**src/rtl/pe_group_stream_feeder.sv**
```systemverilog
// Streams three contiguous word ranges (W, I, O) from a shared 1-cycle-latency read port
// into per-channel FIFOs, each drained through its own valid/rdy output.
module pe_group_stream_feeder #(
    parameter int DataWidth   = 32,
    parameter int AddrWidth   = 10,
    parameter int LenWidth    = 8,
    parameter int BufferSize  = 4,
    parameter int BufferWidth = 2
) (
    input  logic                 clk,
    input  logic                 aclr,
    input  logic                 Start,
    input  logic [AddrWidth-1:0] W_Base,
    input  logic [AddrWidth-1:0] I_Base,
    input  logic [AddrWidth-1:0] O_Base,
    input  logic [LenWidth-1:0]  W_Len,
    input  logic [LenWidth-1:0]  I_Len,
    input  logic [LenWidth-1:0]  O_Len,
    output logic                 Busy,
    output logic                 Done,
    output logic                 Mem_RdEn,
    output logic [AddrWidth-1:0] Mem_Addr,
    input  logic [DataWidth-1:0] Mem_RdData,
    output logic                 W_DataOutValid,
    input  logic                 W_DataOutRdy,
    output logic [DataWidth-1:0] W_DataOut,
    output logic                 I_DataOutValid,
    input  logic                 I_DataOutRdy,
    output logic [DataWidth-1:0] I_DataOut,
    output logic                 O_DataOutValid,
    input  logic                 O_DataOutRdy,
    output logic [DataWidth-1:0] O_DataOut
);

    localparam int NumCh = 3;

    typedef enum logic [1:0] {stIdle, stRun, stDrain, stDone} stateT;

    stateT state, nextState;

    logic [AddrWidth-1:0]   baseIn [NumCh];
    logic [LenWidth-1:0]    lenIn [NumCh];
    logic [NumCh-1:0]       outRdy;

    logic [AddrWidth-1:0]   base [NumCh];
    logic [LenWidth-1:0]    len [NumCh];
    logic [LenWidth-1:0]    issued [NumCh];
    logic [1:0]             rrPtr;
    logic                   inflightValid;
    logic [1:0]             inflightCh;

    logic [DataWidth-1:0]   fifoMem [NumCh][BufferSize];
    logic [BufferWidth-1:0] rdPtr [NumCh];
    logic [BufferWidth-1:0] wrPtr [NumCh];
    logic [BufferWidth:0]   fifoCount [NumCh];

    logic [NumCh-1:0]       eligible, push, pop, fifoValid;
    logic                   allIssued, allEmpty, grantValid;
    logic [1:0]             grantCh, cand;

    assign baseIn[0] = W_Base;
    assign baseIn[1] = I_Base;
    assign baseIn[2] = O_Base;
    assign lenIn[0]  = W_Len;
    assign lenIn[1]  = I_Len;
    assign lenIn[2]  = O_Len;
    assign outRdy    = {O_DataOutRdy, I_DataOutRdy, W_DataOutRdy};

    // A channel may issue only if the word it requests is guaranteed a FIFO slot on return.
    always_comb begin
        // NOTE: every signal driven here gets a default first so no path can infer a latch.
        eligible  = '0;
        push      = '0;
        pop       = '0;
        fifoValid = '0;
        allIssued = 1'b1;
        allEmpty  = 1'b1;
        for (int c = 0; c < NumCh; c++) begin
            fifoValid[c] = (fifoCount[c] != '0);
            push[c]      = inflightValid && (inflightCh == 2'(c));
            pop[c]       = fifoValid[c] && outRdy[c];
            eligible[c]  = (state == stRun) && (issued[c] != len[c]) &&
                           (({1'b0, fifoCount[c]} + (BufferWidth+2)'(push[c])) <
                            (BufferWidth+2)'(BufferSize));
            allIssued    = allIssued && (issued[c] == len[c]);
            allEmpty     = allEmpty && !fifoValid[c];
        end
    end

    always_comb begin
        grantValid = 1'b0;
        grantCh    = 2'd0;
        cand       = 2'd0;
        for (int k = 0; k < NumCh; k++) begin
            cand = 2'((int'(rrPtr) + k) % NumCh);
            if (!grantValid && eligible[cand]) begin
                grantValid = 1'b1;
                grantCh    = cand;
            end
        end
    end

    always_comb begin
        nextState = state;
        unique case (state)
            stIdle:  if (Start) nextState = stRun;
            stRun:   if (allIssued) nextState = stDrain;
            stDrain: if (!inflightValid && allEmpty) nextState = stDone;
            stDone:  nextState = stIdle;
            default: nextState = stIdle;
        endcase
    end

    assign Busy     = (state == stRun) || (state == stDrain);
    assign Done     = (state == stDone);
    assign Mem_RdEn = grantValid;
    assign Mem_Addr = grantValid ? base[grantCh] + AddrWidth'(issued[grantCh]) : '0;

    // NOTE: sequential state uses non-blocking assignments so every register samples pre-edge values.
    always_ff @(posedge clk or posedge aclr) begin
        if (aclr) begin
            state         <= stIdle;
            rrPtr         <= 2'd0;
            inflightValid <= 1'b0;
            inflightCh    <= 2'd0;
            for (int c = 0; c < NumCh; c++) begin
                base[c]      <= '0;
                len[c]       <= '0;
                issued[c]    <= '0;
                rdPtr[c]     <= '0;
                wrPtr[c]     <= '0;
                fifoCount[c] <= '0;
            end
        end else begin
            state         <= nextState;
            inflightValid <= grantValid;
            inflightCh    <= grantCh;
            if (state == stIdle && Start) begin
                rrPtr <= 2'd0;
                for (int c = 0; c < NumCh; c++) begin
                    base[c]   <= baseIn[c];
                    len[c]    <= lenIn[c];
                    issued[c] <= '0;
                end
            end else if (grantValid) begin
                issued[grantCh] <= issued[grantCh] + LenWidth'(1);
                rrPtr           <= (grantCh == 2'd2) ? 2'd0 : grantCh + 2'd1;
            end
            for (int c = 0; c < NumCh; c++) begin
                if (push[c]) wrPtr[c] <= wrPtr[c] + BufferWidth'(1);
                if (pop[c])  rdPtr[c] <= rdPtr[c] + BufferWidth'(1);
                fifoCount[c] <= fifoCount[c] + (BufferWidth+1)'(push[c]) - (BufferWidth+1)'(pop[c]);
            end
        end
    end

    // NOTE: FIFO storage is not reset; the cleared counts guarantee stale words are never shown.
    always_ff @(posedge clk) begin
        for (int c = 0; c < NumCh; c++) begin
            if (push[c]) fifoMem[c][wrPtr[c]] <= Mem_RdData;
        end
    end

    assign W_DataOutValid = fifoValid[0];
    assign I_DataOutValid = fifoValid[1];
    assign O_DataOutValid = fifoValid[2];
    assign W_DataOut      = fifoValid[0] ? fifoMem[0][rdPtr[0]] : '0;
    assign I_DataOut      = fifoValid[1] ? fifoMem[1][rdPtr[1]] : '0;
    assign O_DataOut      = fifoValid[2] ? fifoMem[2][rdPtr[2]] : '0;

endmodule

```
**config.mk**
```make
export PLATFORM = sky130hd
export DESIGN_NAME = pe_group_stream_feeder
export DESIGN_NICKNAME = d
export VERILOG_FILES = /design/src/rtl/pe_group_stream_feeder.sv
export SDC_FILE = /design/constraint.sdc
export NUM_CORES = 1
export LEC_CHECK = 0
export ABC_AREA = 1
export CORE_MARGIN = 2
export CORE_UTILIZATION = 50
export CTS_CLUSTER_DIAMETER = 100
export DETAILED_ROUTE_END_ITERATION = 10
export PLACE_DENSITY = 0.72
export SYNTH_ARGS = -nofsm -noshare
export SYNTH_HDL_FRONTEND = slang
export SYNTH_SLANG_ARGS = --single-unit
```
**constraint.sdc**
```tcl
create_clock -name clk -period 12.3 [get_ports clk]
set_clock_uncertainty 0.05 [all_clocks]
set_input_delay 2.46 -clock clk [delete_from_list [all_inputs] [get_ports clk]]
set_output_delay 2.46 -clock clk [all_outputs]
set_load 0.01 [all_outputs]
```
; ---- After elaboration in Yosys (flattened, before gate mapping)
; Memories as Yosys holds them, arrays and structs flattened.
; Cells that the tools add are included.
[word_totals]
regBits = 106
ramBits = 384
in_bits = 92
out_inout_bits = 112
word_cells = 186
memories = 1
[op_classes]
add_sub_neg = 20
n_div = 3
order_cmp = 17
eq_ne = 15
muxes = 61
n_bitwise = 7
n_reduce_logical = 40
[memory_table]
columns = name, words, word_bits, read_ports, rd_ports_with_merged_regs, wr, line
row1 = fifoMem, 3, 128, 3, 0, 1, 52  ; logic [DataWidth-1:0] fifoMem [NumCh][BufferSize];
[ops]
columns = operator, count
row1 = $mux 128, 7
row2 = $mux 32, 12
row3 = $reduce_or 128->1, 2
row4 = $bmux 32 s2, 3
row5 = $demux 32 s2, 3
row6 = $mod 32x3->32 const B, 2
row7 = $mux 24, 2
row8 = $mod 3x3->32 const B, 1
row9 = $mux 10, 3
row10 = $bwmux 24, 1
row11 = $eq 8x8->1, 3
row12 = $logic_and 1x1->1, 24
row13 = $mux 8, 3
row14 = $ne 8x8->1, 3
row15 = $mux 2, 11
row16 = $ge 3x3->1 const B, 7
row17 = $not 2->3, 7
row18 = $bmux 10 s2, 1
row19 = $bmux 8 s2, 1
row20 = $demux 8 s2, 1
row21 = $add 2x1->2 const B, 7
row22 = $add 3x1->4, 3
row23 = $lt 3x1->1 const B, 4
row24 = $lt 4x3->1 const B, 3
row25 = other kinds (19), 49

; ---- Depth between registers and ports, before layout
[depth]
ltp_word = 22
mapped_depth = 36
ltp_nobuf = 36

; ---- Worst setup path after synthesis
; Ideal clock, no wire load.
[synth_path]
kind = flip-flop to output port
from = reg state[1]
to = out Mem_Addr[8]
arrival_ps = 3896
required_time_ps = 9790
setup_slack_ps = 5894
stages_incl_launch_ff = 33
n_path_buf = 3
path_cell_list = dfrtp_1 > inv_1 > ha_1 > inv_1 > a31oi_1 > nand4_2 > nand2_1 > nor2_4 > nand3_1 > nand3_1 > nand2_2 > buf_6 > buf_6 > buf_2 > o21ai_0 > a21oi_1 > ha_1 > inv_1 > fa_1 > nor2_1 > o21ai_0 > nand2_1 > inv_1 > nor2_1 > nor2_1 > o21bai_1 > inv_1 > nor2_1 > nor2_1 > nor2_1 > nor2_1 > o21ai_0 > a21oi_1
[synth_via]
elab_chain_len = 18
word_cells_on_any_way = 32
classes_between = 1 x add/sub / 1 x eq/ne / 19 x mux / 1 x bitwise / 10 x reduce/logical
[synth_lines]
columns = element, line
row1 = from (decl), 39  ; stateT state, nextState;
row2 = from (signal assigned), 122  ; state <= stIdle;
row3 = from (signal assigned), 135  ; state <= nextState;
row4 = $eq 2x1->1 (*), 82  ; eligible[c] = (state == stRun) && (issued[c] != len[c]) &&
row5 = $logic_and 1x1->1 (2 in a row), 82
row6 = $bmux 1 s2, 96  ; if (!grantValid && eligible[cand]) begin
row7 = $mux 1 (implied by the code), 96
row8 = $mux 1, 96
row9 = $logic_not 1->1, 96
row10 = $logic_and 1x1->1, 96
row11 = $mux 1, 96
row12 = $logic_not 1->1, 96
row13 = $logic_and 1x1->1, 96
row14 = $mux 2, 96
row15 = $not 2->3 (implied by the code), 117  ; assign Mem_Addr = grantValid ? base[grantCh] + AddrWidth'(issued[grantCh]) : '0;
row16 = $bmux 10 s2 / $bmux 8 s2 (equally long branches), 117
row17 = $mux 10 (implied by the code) / $mux 8 (equally long branches) (2 in a row), 117
row18 = $add 10x8->10, 117
row19 = $mux 10 (*), 117
row20 = to (decl), 22  ; output logic [AddrWidth-1:0] Mem_Addr,
; Mark *: on every way between the ends. The rest lies on a longest branch, timed or not. The select of a mux whose other input is x is not followed.

; ---- Final worst setup path
[layout_path]
from = reg state[1]
to = out Mem_Addr[8]
[layout_via]
elab_chain_len = 18
word_cells_on_any_way = 32
classes_between = 1 x add/sub / 1 x eq/ne / 19 x mux / 1 x bitwise / 10 x reduce/logical
[layout_lines]
columns = element, line
row1 = $eq 2x1->1 (*), 82
row2 = $logic_and 1x1->1 (2 in a row), 82
row3 = $bmux 1 s2, 96
row4 = $mux 1 (implied by the code), 96
row5 = $mux 1, 96
row6 = $logic_not 1->1, 96
row7 = $logic_and 1x1->1, 96
row8 = $mux 1, 96
row9 = $logic_not 1->1, 96
row10 = $logic_and 1x1->1, 96
row11 = $mux 2 (*), 96
row12 = via grantCh[1], 59  ; logic [1:0] grantCh, cand;
row13 = $not 2->3 (implied by the code) (*), 117
row14 = $bmux 10 s2 / $bmux 8 s2 (equally long branches), 117
row15 = $mux 10 (implied by the code) / $mux 8 (equally long branches) (2 in a row), 117
row16 = $add 10x8->10 (*), 117
row17 = $mux 10 (*), 117
; The timed path passes the listed nets; every way through them passes the cells marked *. The select of a mux whose other input is x is not followed.

==> reports/metrics.cfg <==
[cts]
cts_resized = 0
cts_setup_buffers = 0
cts.clk_slew.worst_paths_ns = 0.06
clock_path_buffers = 3
htree_levels = 2
holdBufCountCts = 0
cts_made_buffers = 49
cts-root-buf = clkbuf_16
cts_tree = done
clock-sinks = 490
clk_latency_ns = 0.58

[global_routing]
grt_first_pass_wirelength_mm = 81.2
grtUsageTotal_pct = 24.1
grt_pass1_vias = 14700
grt_max_degree = 72
grt_antenna_before_repair = 1
globalRoute.totalOverflow = 0

[synthesis]
yosys_warnings = 0
netlist_instances = 1948
synth_seq_cells = 490
synth_edf_count = 384
yosys.cell_count.top_type = nor2_1
yosysTopAreaCell = edfxtp_1
synth_area_leaders = edfxtp_1 55%, dfrtp_1 13%, nor2_1 8.2%
syn_area_sq_mm = 0.0209
ys.flop_type = edfxtp_1
synth.net_count = 2081
ys_seq_area_share_pct = 67.8
syn_area_per_cell_sq_um = 10.7
synth_top_area_share_pct = 55.1
synth_commonest_cells = 456 x nor2_1, 384 x edfxtp_1, 282 x nand2_1, 222 x o21ai_0, 117 x inv_1
synth_cell_types = 42
ys_async_sr_fraction_pct = 21.6

[detailed_routing]
dr_wl_met3_mm = 3.79
routedWlPerCell_microns = 19.1
drt-met1-wl_mm = 22.0
antenna_left = 0
drc = 0
drt-pass1-iter-count = 5
met2_length_mm = 24.6
vias_per_cell = 5.47
drt_iter0_drc = 1424
vias = 14800
maxUsedRoutingLayer = met4
drt-total-wl_mm = 51.6

[worst_setup_path]
worstSetupEndpointType = primary output
cp_common_cell = nor2_1
path_max_fanout = 34
start_kind = flop
worstPathRequired_ns = 9.79
slowest_stage = clkdlybuf4s50_1
slowest_delay_ns = 0.49
arrival_ns = 5.89
rr_worst_depth = 20
worstSetupPathType = flop to primary output

[floorplanning]
design.core.area_sq_mm = 0.0411
fp.dieW_microns = 209
fp.dieArea_sq_mm = 0.0435
start_util_pct = 50.9
rows = 74
die_h_microns = 209
boundaryPins = 204

[layout]
drive_gt1_share_pct = 6.49
nets = 2268
area_growth_pct = 19.6
fill_cells = 3265
final_core_util_pct = 60.9
multi_input_area_sq_mm = 0.00603
register_area_sq_mm = 0.0142
finish.instance_area_sq_mm = 0.0250

[timing]
whs_ns = 0.426
hold_violations = 0
rsz0062_at_grt = false
finalCritPeriodShare_pct = 68.3
maxSlewViolCount = 0
setup_slack_ns = 3.90
period_needed_ns = 8.40
max_slew_margin_pct = 19.2
tightest_slew_ns = 1.21
fmax_ghz = 0.119
finalSetupViolCount = 0
setup_tns_ns = 0

[placement]
gp_congestion = 0.904
dpl_cell_area_sq_mm = 0.0235
portBuffers = 203
post-place-ws_ns = 4.62
post-dp-hpwl_mm = 31.1

[run_status]
status = finished, final reports clean

[hold_path]
whs_path_depth = 2
min_path_type = flop to flop

[power]
max-vdd-ir-drop_v = 0.000365
power_density_mw_per_mm2 = 277
p_leak_nw = 9.54

[job]
max_cap_violations = 0

-- routing by layer --
layer  track usage, %  vias up
li1                 -     6947
met1             33.4     7157
met2             39.8      620
met5                0        -
met4             7.27        0
met3             3.59       83
-- power breakdown --
part / internal [W] / switching, W / total (W)
clock network: 0.000775 / 0.000618 / 0.00139
registers: 0.00207 / 0.000139 / 0.00221
logic: 0.00129 / 0.00203 / 0.00333
total: 0.00414 / 0.00279 / 0.00692
-- through the flow --
step                total power (W)  std cells
floorplan                   0.00413       1948
global placement            0.00546       2616
detailed placement          0.00555       2616
CTS                         0.00696       2705
global route                0.00741       2706
finish                      0.00692       2706
-- cells in the final DEF, fill, tap and decap left out, types with 2 or more instances in the layout --
| master | netlist | layout |
|---|---|---|
| nand3b_1 | 8 | 8 |
| nor2_2 | 5 | 5 |
| o21ai_1 | 8 | 8 |
| nand3_1 | 34 | 34 |
| o22ai_1 | 8 | 8 |
| ha_1 | 37 | 37 |
| dfrtp_2 | 0 | 3 |
| clkbuf_1 | 79 | 12 |
| clkdlybuf4s50_1 | 0 | 203 |
| xnor2_1 | 14 | 14 |
| nor3_2 | 1 | 4 |
| clkinv_2 | 0 | 7 |
| clkbuf_16 | 0 | 50 |
| fa_1 | 4 | 4 |
| o21bai_1 | 2 | 2 |
| a21oi_1 | 109 | 109 |
| xor2_1 | 10 | 10 |
| nand2_1 | 282 | 282 |
| clkinv_1 | 1 | 12 |
| nand2_2 | 8 | 8 |
| clkinvlp_4 | 0 | 3 |
| nand4_1 | 13 | 13 |
| nor2_4 | 4 | 16 |
| nand3_2 | 3 | 3 |
| o21ai_0 | 222 | 222 |
| or2_2 | 2 | 2 |
| buf_4 | 1 | 22 |
| nor3_1 | 5 | 2 |
| edfxtp_1 | 384 | 384 |
| a21oi_2 | 2 | 2 |
| inv_1 | 117 | 116 |
| dfrtp_1 | 106 | 103 |
| inv_2 | 4 | 5 |
| nor2_1 | 456 | 444 |
| inv_6 | 0 | 2 |
-- critical path, delay by kind of cell (launching register included) --
kind / cells / cell delay (ns)
simple gates: 17 / 2.07
buf+inv: 7 / 1.31
compound gates: 5 / 0.77
flops: 1 / 0.41
fa+ha+maj: 3 / 0.74
-- cells by family (layout without fill, tap and decap cells) --
group	after synthesis	after routing	synth area share, %
AO/OA/AOI/OAI	357	357	8.77
XOR/XNOR	24	24	1.00
adder cells (fa/ha/maj)	41	41	2.59
buffers and inverters	211	436	3.92
flip-flops	490	490	67.8
other	0	1	0
AND/OR/NAND/NOR	825	825	15.9
-- path summary, 6_finish.rpt --
kind / to / slack (ns) / from
worst min-delay path: base[2] / 0.43 / base[2]
max in group asynchronous: rdPtr[4] / 8.77 / aclr
worst max register to register: issued[14] / 8.18 / state[1]
worst min register to register: base[2] / 0.43 / base[2]
worst max-delay path: Mem_Addr[8] / 3.90 / state[1]
min in group asynchronous: base[26] / 2.31 / aclr
-- registers in the layout (all words and copies together) (netlist names) --
signal         flops
base              30
fifoCount          9
fifoMem          384
inflightCh         2
inflightValid      1
issued            24
len               24
rdPtr              6
rrPtr              2
state              2
wrPtr              6
-- area by class of cell --
| type | count | area share (%) |
|---|---|---|
| multi-input cells | 1247 | 24.1 |
| inverters | 122 | 1.84 |
| clock buffers | 63 | 5.23 |
| diodes | 1 | 0.0100 |
| clock inverters | 26 | 0.720 |
| repair buffers | 225 | 8.78 |
| well taps | 532 | 2.66 |
| flip-flops and latches | 490 | 56.7 |
(Power assumes the default switching activity.)
